[src/rtl/reg_fifo_pkg.sv]
// Shared definitions for the register-array FIFO family: legal parameter limits
// and the ceiling-log2 helper used to size pointers and occupancy fields.
package reg_fifo_pkg;

    localparam int MinDepth = 2;
    localparam int MaxDepth = 256;
    localparam int MinWidth = 1;
    localparam int MaxWidth = 512;

    // Bits needed to encode values 0..value-1; returns 0 for value <= 1.
    function automatic int clog2(input int value);
        int v;
        int r;
        r = 0;
        if (value > 1) begin
            v = value - 1;
            while (v > 0) begin
                r = r + 1;
                v = v >>> 1;
            end
        end
        return r;
    endfunction

endpackage

[src/rtl/reg_fifo_ptr.sv]
// Modulo-Depth wrapping pointer with enable and synchronous clear; wraps by
// comparison so non-power-of-2 depths cycle exactly through 0..Depth-1.
module reg_fifo_ptr
    import reg_fifo_pkg::*;
#(
    parameter int Depth = 8,
    parameter int PtrW  = 3
) (
    input  logic            clk_i,
    input  logic            rst_ni,
    input  logic            clr_i,
    input  logic            en_i,
    output logic [PtrW-1:0] ptr_o
);

    logic [PtrW-1:0] ptr_q;
    logic [PtrW-1:0] ptr_d;

    always_comb begin
        ptr_d = ptr_q;
        if (clr_i) begin
            ptr_d = '0;
        end else if (en_i) begin
            if (ptr_q == PtrW'(Depth - 1)) begin
                ptr_d = '0;
            end else begin
                ptr_d = ptr_q + PtrW'(1);
            end
        end
    end

    always_ff @(posedge clk_i or negedge rst_ni) begin
        if (!rst_ni) begin
            ptr_q <= '0;
        end else begin
            ptr_q <= ptr_d;
        end
    end

    assign ptr_o = ptr_q;

endmodule

[src/rtl/reg_fifo_gen.sv]
// Parametrised register-array synchronous FIFO with FWFT or registered read,
// synchronous flush, sticky overrun/underrun and a peak-occupancy monitor.
module reg_fifo_gen
    import reg_fifo_pkg::*;
#(
    parameter int DEPTH = 8,
    parameter int WIDTH = 32,
    parameter bit FWFT  = 1'b1,
    localparam int CW   = clog2(DEPTH + 1)
) (
    input  logic             clockCore,
    input  logic             resetCore,
    input  logic             flush,
    input  logic             push,
    input  logic [WIDTH-1:0] dataIn,
    input  logic             pop,
    output logic [WIDTH-1:0] dataOut,
    output logic             dataValid,
    output logic             full,
    output logic             empty,
    input  logic [CW-1:0]    almostFullThreshold,
    input  logic [CW-1:0]    almostEmptyThreshold,
    output logic             almostFullFlag,
    output logic             almostEmptyFlag,
    output logic [CW-1:0]    fifoDepth,
    output logic [CW-1:0]    peakDepth,
    output logic             overrun,
    output logic             underrun,
    input  logic             errClear
);

    localparam int PW = clog2(DEPTH);

    if (DEPTH < MinDepth || DEPTH > MaxDepth) begin : gen_bad_depth
        $error("reg_fifo_gen: DEPTH out of range");
    end
    if (WIDTH < MinWidth || WIDTH > MaxWidth) begin : gen_bad_width
        $error("reg_fifo_gen: WIDTH out of range");
    end

    logic [WIDTH-1:0] mem_q [DEPTH];
    logic [PW-1:0]    wr_ptr;
    logic [PW-1:0]    rd_ptr;
    logic [CW-1:0]    count_q, count_d;
    logic [CW-1:0]    peak_q, peak_d;
    logic             overrun_q, overrun_d;
    logic             underrun_q, underrun_d;
    logic             wr_en;
    logic             rd_en;
    logic             full_w;
    logic             empty_w;

    assign full_w  = (count_q == CW'(DEPTH));
    assign empty_w = (count_q == '0);

    // Flush wins over both requests so nothing is written or consumed in that cycle.
    assign wr_en = push & (~full_w | pop) & ~flush;
    assign rd_en = pop & ~empty_w & ~flush;

    always_comb begin
        count_d = count_q;
        if (flush) begin
            count_d = '0;
        end else if (wr_en && !rd_en) begin
            count_d = count_q + CW'(1);
        end else if (rd_en && !wr_en) begin
            count_d = count_q - CW'(1);
        end

        peak_d = peak_q;
        if (flush) begin
            peak_d = '0;
        end else if (count_d > peak_q) begin
            peak_d = count_d;
        end

        // Sticky error bits: a new event in the same cycle as errClear stays set.
        overrun_d  = overrun_q & ~errClear;
        underrun_d = underrun_q & ~errClear;
        if (push && full_w && !pop && !flush) begin
            overrun_d = 1'b1;
        end
        if (pop && empty_w && !flush) begin
            underrun_d = 1'b1;
        end
    end

    always_ff @(posedge clockCore or negedge resetCore) begin
        if (!resetCore) begin
            count_q    <= '0;
            peak_q     <= '0;
            overrun_q  <= 1'b0;
            underrun_q <= 1'b0;
        end else begin
            count_q    <= count_d;
            peak_q     <= peak_d;
            overrun_q  <= overrun_d;
            underrun_q <= underrun_d;
        end
    end

    // Storage is deliberately not reset.
    always_ff @(posedge clockCore) begin
        if (wr_en) begin
            mem_q[wr_ptr] <= dataIn;
        end
    end

    reg_fifo_ptr #(
        .Depth (DEPTH),
        .PtrW  (PW)
    ) u_wr_ptr (
        .clk_i  (clockCore),
        .rst_ni (resetCore),
        .clr_i  (flush),
        .en_i   (wr_en),
        .ptr_o  (wr_ptr)
    );

    reg_fifo_ptr #(
        .Depth (DEPTH),
        .PtrW  (PW)
    ) u_rd_ptr (
        .clk_i  (clockCore),
        .rst_ni (resetCore),
        .clr_i  (flush),
        .en_i   (rd_en),
        .ptr_o  (rd_ptr)
    );

    if (FWFT) begin : gen_fwft
        // Head word shown while non-empty; forced to zero otherwise so reset reads 0.
        assign dataValid = ~empty_w;
        assign dataOut   = empty_w ? '0 : mem_q[rd_ptr];
    end else begin : gen_reg_read
        logic [WIDTH-1:0] dout_q, dout_d;
        logic             dvalid_q, dvalid_d;

        always_comb begin
            dout_d   = dout_q;
            dvalid_d = rd_en;
            if (rd_en) begin
                dout_d = mem_q[rd_ptr];
            end
        end

        always_ff @(posedge clockCore or negedge resetCore) begin
            if (!resetCore) begin
                dout_q   <= '0;
                dvalid_q <= 1'b0;
            end else begin
                dout_q   <= dout_d;
                dvalid_q <= dvalid_d;
            end
        end

        assign dataOut   = dout_q;
        assign dataValid = dvalid_q;
    end

    assign full            = full_w;
    assign empty           = empty_w;
    assign almostFullFlag  = (count_q >= almostFullThreshold);
    assign almostEmptyFlag = (count_q <= almostEmptyThreshold);
    assign fifoDepth       = count_q;
    assign peakDepth       = peak_q;
    assign overrun         = overrun_q;
    assign underrun        = underrun_q;

endmodule

[config.mk]
export PLATFORM = sky130hd
export DESIGN_NAME = reg_fifo_gen
export DESIGN_NICKNAME = d
export VERILOG_FILES = /design/src/rtl/reg_fifo_pkg.sv /design/src/rtl/reg_fifo_ptr.sv /design/src/rtl/reg_fifo_gen.sv
export SDC_FILE = /design/constraint.sdc
export NUM_CORES = 1
export LEC_CHECK = 0
export BUFFER_PORTS_ARGS = -buffer_cell sky130_fd_sc_hd__buf_2
export CAP_MARGIN = 20
export CORE_MARGIN = 2
export CORE_UTILIZATION = 62
export CTS_BUF_LIST = sky130_fd_sc_hd__clkbuf_8
export CTS_CLUSTER_DIAMETER = 30
export DETAILED_ROUTE_END_ITERATION = 6
export PLACE_DENSITY = 0.86
export SLEW_MARGIN = 20
export SYNTH_ARGS = -nofsm -noshare
export SYNTH_HDL_FRONTEND = slang
export SYNTH_HIERARCHICAL = 1
export SYNTH_SLANG_ARGS = --single-unit
[constraint.sdc]
create_clock -name clockCore -period 5.7 [get_ports clockCore]
set_input_delay 1.14 -clock clockCore [delete_from_list [all_inputs] [get_ports clockCore]]
set_output_delay 1.14 -clock clockCore [all_outputs]
set_load 0.01 [all_outputs]
==> run metrics, run 1 <==
Fillers=1,005; I/O pin count=93; TNS Setup=0 ns; Cell variety after synth=43; sw power=1.110 mW; CTS tree=built; hold crit path type=input pin to async pin; ant diodes=0; routed vias=5,571; total gr overflow=0; Worst setup EP type=primary output; CP cell instances=buf_4 -> mux4_2 -> mux2i_1 -> nor2_1 -> buf_2; Peak VDD IR=0.3239 mV; DRC viols=0; Synth Instances=541; antenna viol nets, final=0; DR WL/cell=22.31 um; Crit path required time=4.56 ns; Static Leak=4.291 nW; Die W=136.6 um; Seq/Total Area, Yosys=74.16%; RSZ-0062 raised after global routing=no; root buf cell=clkbuf_8; Port Buffers=92; drt pass-1 iters=5; share of the synthesized area in the top cell type=70.49%; utilization after layout=72.74%; WHS=0.5135 ns; cts bufs inserted=45; routability congestion estimate from global placement=0.7575; final WL=20,660 um; Slew @ Worst Pin=0.9124 ns; outcome=finished clean; first-pass GRT wire length=32,070 um; synth top area cells=edfxtp_1 70%, mux4_2 13%, dfrtp_1 3.7%; FFs w/ async S/R, synth=5.882%; final hold vios=0; Die Ht=136.6 um; dominant cell type by area after synthesis=edfxtp_1; CORE AREA=0.01724 mm^2; Final Critical Period=4.267 ns; max_cap viols=0; highest net fanout along the worst path=42; Primary FF master, synth=edfxtp_1; Finish-stage setup viols=0; NumNets Final=733; cts hold-fix bufs=0; synthesized cell area=0.01091 mm^2; Slew HR=39.03%; Post-Syn Nets=605; largest net degree at the start of global routing=43; standard-cell row count=48; Starting Density=63.27%; Startpoint Class=flop; crit path DAT=3.13 ns; Worst-Skew Late Latency=0.55 ns; Syn Area/Cell=20.16 um^2; initial antenna violation count=2; CTS resizes=0; FMAX=0.2344 GHz; 1st-iter DRT viols=334; CP max stage delay=0.97 ns; combinational share of power=13.2%; GRT Total Usage=23.44%; count of pins over their slew limit=0; non-filler cells, final=926; P per Cell Area=352.2 mW/mm^2; clock sink count=272; Post-DP HPWL=12,110 um; layout cells sized above 1=35.09%; Setup Fix Bufs, Post-CTS=0; dpl cells=847; vias in the first global route=5,921; Crit path max-delay family=flip-flops; Setup Skew=0.02133 ns; Seq pwr share=51.3%; Crit Path Class=flop to primary output; Buf+Inv Stages, Crit Path=2; Slowest-stage cell, CP=dfrtp_4; clock share of power=35.5%; P_int=3.307 mW; synthesis-to-layout area growth=14.97%; clk slew on worst S/H paths=0.06 ns; EDFF count, synth=256; Tcrit/Tclk final=74.85%; yosys warns=6; die area=0.01867 mm^2; post-synthesis register bit count=272; routed vias/inst=6.016; CTS Buffer Depth=3; CTS H-tree lvls=2; switching share of power=25.13%
==> cell usage after synthesis (3+ instances only) <==
library cell	instances
nor2_1	47
nand2b_1	8
clkbuf_1	11
nand4_1	3
o21ai_0	3
mux2i_1	36
nand2_1	5
a21oi_1	3
dfrtp_1	16
nor3_1	4
edfxtp_1	256
buf_2	7
nor2b_1	4
inv_1	17
mux4_2	64
a21oi_2	3
buf_1	4
or3b_1	3
ha_1	18
==> cells by family (layout without fill, tap and decap cells) <==
group	Yosys count	count (layout)	share of synthesized area, %
xor gates and xnor gates	2	2	0.1607
DFF	272	272	74.16
adders and majority gates	18	18	2.065
muxes	103	103	16.87
and+or+nand+nor	83	83	3.706
buffers and inverters	41	201	1.583
AOI/OAI and AO/OA	22	22	1.457
==> power groups by stage <==
stage	clock (mW)	sequential, mW	combinational, mW
2_1_floorplan	0	2.29	0.392
4_1_cts	1.59	2.27	0.589
3_5_place_dp	0	2.31	0.586
3_3_place_gp	0	2.31	0.559
5_1_grt	1.68	2.27	0.641
6_report	1.57	2.27	0.583
==> final timing paths <==
path / startpoint / endpoint / slack (ns) / cells past startpoint
min in group clockCore: overrun / overrun / 0.52 / 2
hold / removal: resetCore / peakDepth[0] / 0.51 / 1
setup / recovery: u_rd_ptr/ptr_o[0] / dataOut[24] / 1.43 / 5
hold reg to reg: overrun / overrun / 0.52 / 2
setup reg to reg: fifoDepth[0] / peakDepth[3] / 1.68 / 12
max in group asynchronous: resetCore / u_rd_ptr/ptr_o[0] / 4.88 / 1
==> per-stage QoR <==
stage	total power [mW]	instance area, um^2	setup slack [ns]
finish	4.417	12540	1.433
global route	4.590	12540	1.178
CTS	4.450	12530	1.335
detailed placement	2.895	11700	1.328
global placement	2.865	11700	1.617
floorplan	2.679	10910	0.7221
==> registers in the layout (all words and copies together) (netlist names) <==
name / cells
fifoDepth: 4
mem_q: 256
overrun: 1
peakDepth: 4
u_rd_ptr/ptr_o: 3
u_wr_ptr/ptr_o: 3
underrun: 1
==> layout make-up <==
class                      count  area, um^2  share of cell area (%)
clock inverter                34       210.2                   1.676
clock buffer                  45       619.3                   4.940
tap                          225       281.5                   2.245
sequential                   272        8094                   64.55
inverter                      18       70.07                  0.5588
multi-input combinational    228        2700                   21.53
timing repair buffer         104       563.0                   4.491
==> metal layers <==
layer / global-route usage, % / vias to the layer above / wire length [um]
met3: 5.259 / 44 / 1374
met2: 39.69 / 195 / 10610
met4: 7.292 / 4 / 389
li1: - / 2452 / -
met5: 0 / - / 23
met1: 30.77 / 2876 / 8263
==> cell usage in the layout, fill, tap and decap left out, drive strengths merged, types with 4 or more instances in the layout <==
master  instances
buf           104
nand2           5
inv            27
nor2b           4
mux4           64
nor2           47
ha             18
o21ai           4
mux2i          36
edfxtp        256
clkbuf         45
nand2b          8
nor3            4
clkinv         21
dfrtp          16
a21oi           6
==> worst register-to-register path, delay by kind of cell (launching register included) <==
family | cells | cell delay (ns)
simple gates | 4 | 0.94
compound gates | 2 | 0.86
buf+inv | 2 | 0.59
fa+ha+maj | 2 | 0.54
flops | 1 | 0.41
mux | 1 | 0.40
xor+xnor | 1 | 0.18
Power figures use the tool's default switching activity.
==> inputs of run 2 (changes only) <==
--- a/config.mk
+++ b/config.mk
@@ -8,11 +8,11 @@
 export BUFFER_PORTS_ARGS = -buffer_cell sky130_fd_sc_hd__buf_2
 export CAP_MARGIN = 20
 export CORE_MARGIN = 2
-export CORE_UTILIZATION = 62
+export CORE_UTILIZATION = 56
 export CTS_BUF_LIST = sky130_fd_sc_hd__clkbuf_8
 export CTS_CLUSTER_DIAMETER = 30
 export DETAILED_ROUTE_END_ITERATION = 6
-export PLACE_DENSITY = 0.86
+export PLACE_DENSITY = 0.82
 export SLEW_MARGIN = 20
 export SYNTH_ARGS = -nofsm -noshare
 export SYNTH_HDL_FRONTEND = slang
==> constraint.sdc (replaced) <==
create_clock -name clockCore -period 3.4 [get_ports clockCore]
set_input_delay 0.68 -clock clockCore [delete_from_list [all_inputs] [get_ports clockCore]]
set_output_delay 0.68 -clock clockCore [all_outputs]
set_load 0.01 [all_outputs]
==> run metrics, run 2 (same netlist as run 1, synthesis figures left out) <==
Finish-stage setup viols=0; Fillers=1,273; Buf+Inv Stages, Crit Path=3; CTS tree=built; TNS Setup=0 ns; clock share of power=33.8%; Slowest-stage cell, CP=dfrtp_2; Crit path required time=3.82 ns; NumNets Final=752; GRT Total Usage=21.29%; cts hold-fix bufs=0; Die Ht=143.6 um; Tcrit/Tclk final=95.83%; initial antenna violation count=1; Crit Path Class=flop to flop; CP max stage delay=0.43 ns; Final Critical Period=3.258 ns; I/O pin count=93; highest net fanout along the worst path=8; count of pins over their slew limit=0; Die W=143.6 um; antenna viol nets, final=0; die area=0.02061 mm^2; Seq pwr share=51.0%; total gr overflow=0; standard-cell row count=51; outcome=finished clean; max_cap viols=0; routed vias/inst=5.728; largest reg by FF count=mem_q; sw power=1.896 mW; routability congestion estimate from global placement=0.8261; largest net degree at the start of global routing=29; max reg flops=256; clk slew on worst S/H paths=0.06 ns; first-pass GRT wire length=32,300 um; Startpoint Class=flop; final hold vios=0; P_int=5.511 mW; root buf cell=clkbuf_8; CTS Buffer Depth=3; final WL=21,220 um; commonest non-fill, non-tap cell in the layout=edfxtp_1; final instance area=0.01284 mm^2; Slew @ Worst Pin=0.8299 ns; crit path DAT=3.68 ns; cts bufs inserted=44; clock sink count=272; DR WL/cell=21.45 um; synthesis-to-layout area growth=17.75%; Slew HR=44.67%; hold crit path type=input pin to async pin; FMAX=0.3069 GHz; drt pass-1 iters=4; RSZ-0062 raised after global routing=no; DRC viols=0; Crit path max-delay family=compound AO/OA/AOI/OAI gates; Worst setup EP type=flop; Static Leak=4.416 nW; Peak VDD IR=0.3695 mV; utilization after layout=66.63%; Post-DP HPWL=12,680 um; CP cell instances=inv_2 -> ha_1 -> nand3b_1 -> o21ai_2 -> inv_1 -> buf_4 -> a221oi_2 -> a31oi_1 -> nor2_1 -> ha_1 -> nor2b_1 -> o211ai_1 -> a21boi_4 -> nor2_1 -> mux2_2; switching share of power=25.60%; Port Buffers=92; dpl cells=903; Post-DP Area=0.01195 mm^2; most frequent cells in the layout=256 x edfxtp_1, 92 x buf_2, 64 x mux4_2; Pwr Total=7.407 mW; Worst-Skew Late Latency=0.54 ns; vias in the first global route=5,813; Starting Density=56.59%; CORE AREA=0.01927 mm^2; combinational share of power=15.2%; Setup Skew=0.01480 ns; CTS H-tree lvls=2; P per Cell Area=576.9 mW/mm^2; layout cells sized above 1=38.17%; routed vias=5,665; 1st-iter DRT viols=490; non-filler cells, final=989
[run 2: changes by cell type in the layout (fill, tap and decap cells not counted), sizes merged]
cell      previous run  this run
clkbuf              45        46
clkinv              21        16
bufinv               2         0
diode                0         1
buf                104       124
clkinvlp             2         5
inv                 27        32
[run 2: final timing paths]
kind	from	to	slack, ns	cells after the start
setup / recovery	fifoDepth[0]	peakDepth[0]	0.14	15
hold / removal	resetCore	u_wr_ptr/ptr_o[0]	0.06	1
setup reg to reg	fifoDepth[0]	peakDepth[0]	0.14	15
hold reg to reg	overrun	overrun	0.54	2
max in group asynchronous	resetCore	u_rd_ptr/ptr_o[0]	3.03	1
min in group clockCore	errClear	underrun	0.34	2
[run 2: cell type report]
class                      count  area (um^2)  share of cell area [%]
sequential                   272         8095                   63.04
multi-input combinational    228         2754                   21.45
timing repair buffer         124        788.3                   6.139
clock buffer                  46        633.1                   4.930
tap                          265        331.6                   2.582
clock inverter                35        166.4                   1.296
inverter                      18        70.07                  0.5456
antenna                        1        2.502                 0.01949
[run 2: routing by layer]
layer / vias to the layer above / GRT usage, % / part of all wire (%)
met3: 42 / 4.998 / 7.3
met4: 2 / 6.605 / 1.9
met5: - / 0 / 0.052
met1: 2915 / 27.61 / 39
met2: 209 / 36.22 / 51
li1: 2497 / - / -
[run 2: through the flow]
| stage | hold slack [ns] | setup slack, ns |
|---|---|---|
| floorplan | 0.3844 | -0.3399 |
| global placement | 0.5148 | 0.2293 |
| detailed placement | 0.5346 | -0.01649 |
| CTS | 0.04206 | 0.04052 |
| global route | 0.06834 | 0.01871 |
| finish | 0.05558 | 0.1417 |
[run 2: power groups by stage]
stage                     logic (mW)  clock network, mW  registers, mW
after floorplan                0.658                  0           3.83
after global placement          1.01                  0           3.86
after detailed placement        1.05                  0           3.86
after CTS                       1.08               2.55           3.78
after global routing            1.22               2.69           3.78
final                           1.12               2.50           3.78
[run 2: repair_timing]
item	4_1_cts	5_1_grt
hold endpoints to repair	0	0
endpoints found under the setup margin	2	4
setup buffers	1	3
pin swaps	0	3
resized for setup	1	10
cloned	0	0
==> inputs of run 3 (changes only) <==
--- a/config.mk
+++ b/config.mk
@@ -5,10 +5,13 @@
 export SDC_FILE = /design/constraint.sdc
 export NUM_CORES = 1
 export LEC_CHECK = 0
-export BUFFER_PORTS_ARGS = -buffer_cell sky130_fd_sc_hd__buf_2
+export ABC_CLOCK_PERIOD_IN_PS = 3400
+export BUFFER_PORTS_ARGS = -buffer_cell sky130_fd_sc_hd__buf_4
 export CAP_MARGIN = 20
+export CELL_PAD_IN_SITES_DETAIL_PLACEMENT = 2
+export CELL_PAD_IN_SITES_GLOBAL_PLACEMENT = 2
 export CORE_MARGIN = 2
-export CORE_UTILIZATION = 56
+export CORE_UTILIZATION = 43
 export CTS_BUF_LIST = sky130_fd_sc_hd__clkbuf_8
 export CTS_CLUSTER_DIAMETER = 30
 export DETAILED_ROUTE_END_ITERATION = 6
==> run metrics, run 3 (same netlist as run 1, synthesis figures left out) <==
clock share of power=43.0%; clk slew on worst S/H paths=0.06 ns; DR WL/cell=28.71 um; Pwr Total=8.955 mW; max reg flops=256; utilization after layout=54.49%; WHS=0.3137 ns; CTS tree=built; CTS H-tree lvls=2; vias in the first global route=6,990; P_int=6.601 mW; Seq pwr share=42.1%; first-pass GRT wire length=45,770 um; final instance area=0.01364 mm^2; Port Buffers=92; Slew @ Worst Pin=0.6259 ns; Static Leak=4.691 nW; final WL=31,200 um; highest net fanout along the worst path=6; Crit path required time=3.85 ns; P per Cell Area=656.4 mW/mm^2; Worst-Skew Late Latency=0.59 ns; min-delay src=errClear; Post-DP Area=0.01221 mm^2; Starting Density=43.56%; Setup Skew=0.02227 ns; dpl cells=964; TNS Setup=0 ns; CTS Buffer Depth=3; layout cells sized above 1=40.82%; total gr overflow=0; Final Critical Period=3.361 ns; largest net degree at the start of global routing=39; non-filler cells, final=1,087; count of pins over their slew limit=0; cts bufs inserted=60; NumNets Final=773; CORE AREA=0.02504 mm^2; Crit Path Class=flop to flop; most frequent cells in the layout=256 x edfxtp_1, 123 x buf_4, 64 x mux4_2; Finish-stage setup viols=0; switching share of power=26.28%; antenna viol nets, final=0; RSZ-0062 raised after global routing=yes; commonest non-fill, non-tap cell in the layout=edfxtp_1; synthesis-to-layout area growth=25.09%; Fillers=2,177; outcome=finished clean; routed vias/inst=5.455; max_cap viols=0; GRT Total Usage=23.91%; Slew HR=58.28%; routed vias=5,930; setup ws final=0.03934 ns; Post-DP HPWL=17,200 um; Worst setup EP type=flop; final hold vios=0; routability congestion estimate from global placement=0.7036; drt pass-1 iters=4; standard-cell row count=58; CP startpoint=fifoDepth[0]; combinational share of power=14.9%; hold crit path type=input pin to flop; largest reg by FF count=mem_q; Die Ht=163.3 um; clock sink count=272; dpl ws=-0.08484 ns; 1st-iter DRT viols=370; die area=0.02665 mm^2; initial antenna violation count=0; FMAX=0.2976 GHz; sw power=2.354 mW; root buf cell=clkbuf_8; crit path DAT=3.81 ns; Tcrit/Tclk final=98.84%; ant diodes=0; Peak VDD IR=0.4566 mV; reg2reg start=fifoDepth[0]; Startpoint Class=flop; I/O pin count=93; DRC viols=0; Die W=163.3 um
## run 3: cell count changes in the layout (fill, tap and decap cells not counted), moves of 7 or more
| cell | previous run | this run |
|---|---|---|
| buf_4 | 25 | 123 |
| clkbuf_8 | 46 | 62 |
| buf_2 | 92 | 0 |
| bufinv_16 | 0 | 7 |
| inv_1 | 29 | 22 |
## run 3: path summary, 6_finish.rpt
kind / end / slack, ns / cells after the start
max in group asynchronous: u_rd_ptr/ptr_o[0] / 2.62 / 2
min in group asynchronous: peakDepth[1] / 0.53 / 2
setup reg to reg: peakDepth[1] / 0.04 / 14
hold / removal: underrun / 0.31 / 2
setup / recovery: peakDepth[1] / 0.04 / 14
hold reg to reg: overrun / 0.54 / 2
## run 3: critical path, stage by stage, from the launching register on
cell	delay, ns
dfrtp_2	0.39
inv_4	0.05
ha_2	0.19
or3b_4	0.28
inv_4	0.06
or4b_1	0.56
o31ai_4	0.12
xnor2_1	0.16
nor2_1	0.08
ha_1	0.31
nand4_1	0.18
a21boi_1	0.25
buf_4	0.18
nor2_1	0.05
a211oi_1	0.35
## run 3: power groups by stage
stage	sequential, mW	combinational (mW)	clock (mW)
after CTS	3.78	1.29	3.94
after global placement	3.85	1.16	0
after global routing	3.78	1.44	4.07
after detailed placement	3.86	1.22	0
final	3.77	1.33	3.85
after floorplan	3.83	0.658	0
## run 3: cell type report
| type | count | area, um^2 | share of cell area, % |
|---|---|---|---|
| clock buffer | 62 | 853.3 | 6.255 |
| clock inverter | 48 | 432.9 | 3.173 |
| inverter | 18 | 72.57 | 0.5320 |
| multi-input combinational | 228 | 2734 | 20.04 |
| sequential | 272 | 8095 | 59.34 |
| tap | 330 | 412.9 | 3.027 |
| timing repair buffer | 129 | 1041 | 7.631 |
## run 3: what timing repair did
action	in CTS	in global routing
pin swaps	0	3
setup buffers	1	11
hold buffers	1	0
gates cloned	0	0
gates resized for setup	6	3
setup endpoints to repair	7	5
hold endpoints to repair	16	0
## run 3: metal layers
| layer | up-vias | global-route usage (%) | routed length, um |
|---|---|---|---|
| met3 | 66 | 4.571 | 1418 |
| met1 | 3121 | 29.79 | 12700 |
| met4 | 0 | 8.729 | 1011 |
| met5 | - | 0 | 0 |
| met2 | 200 | 41.71 | 16070 |
| li1 | 2543 | - | - |
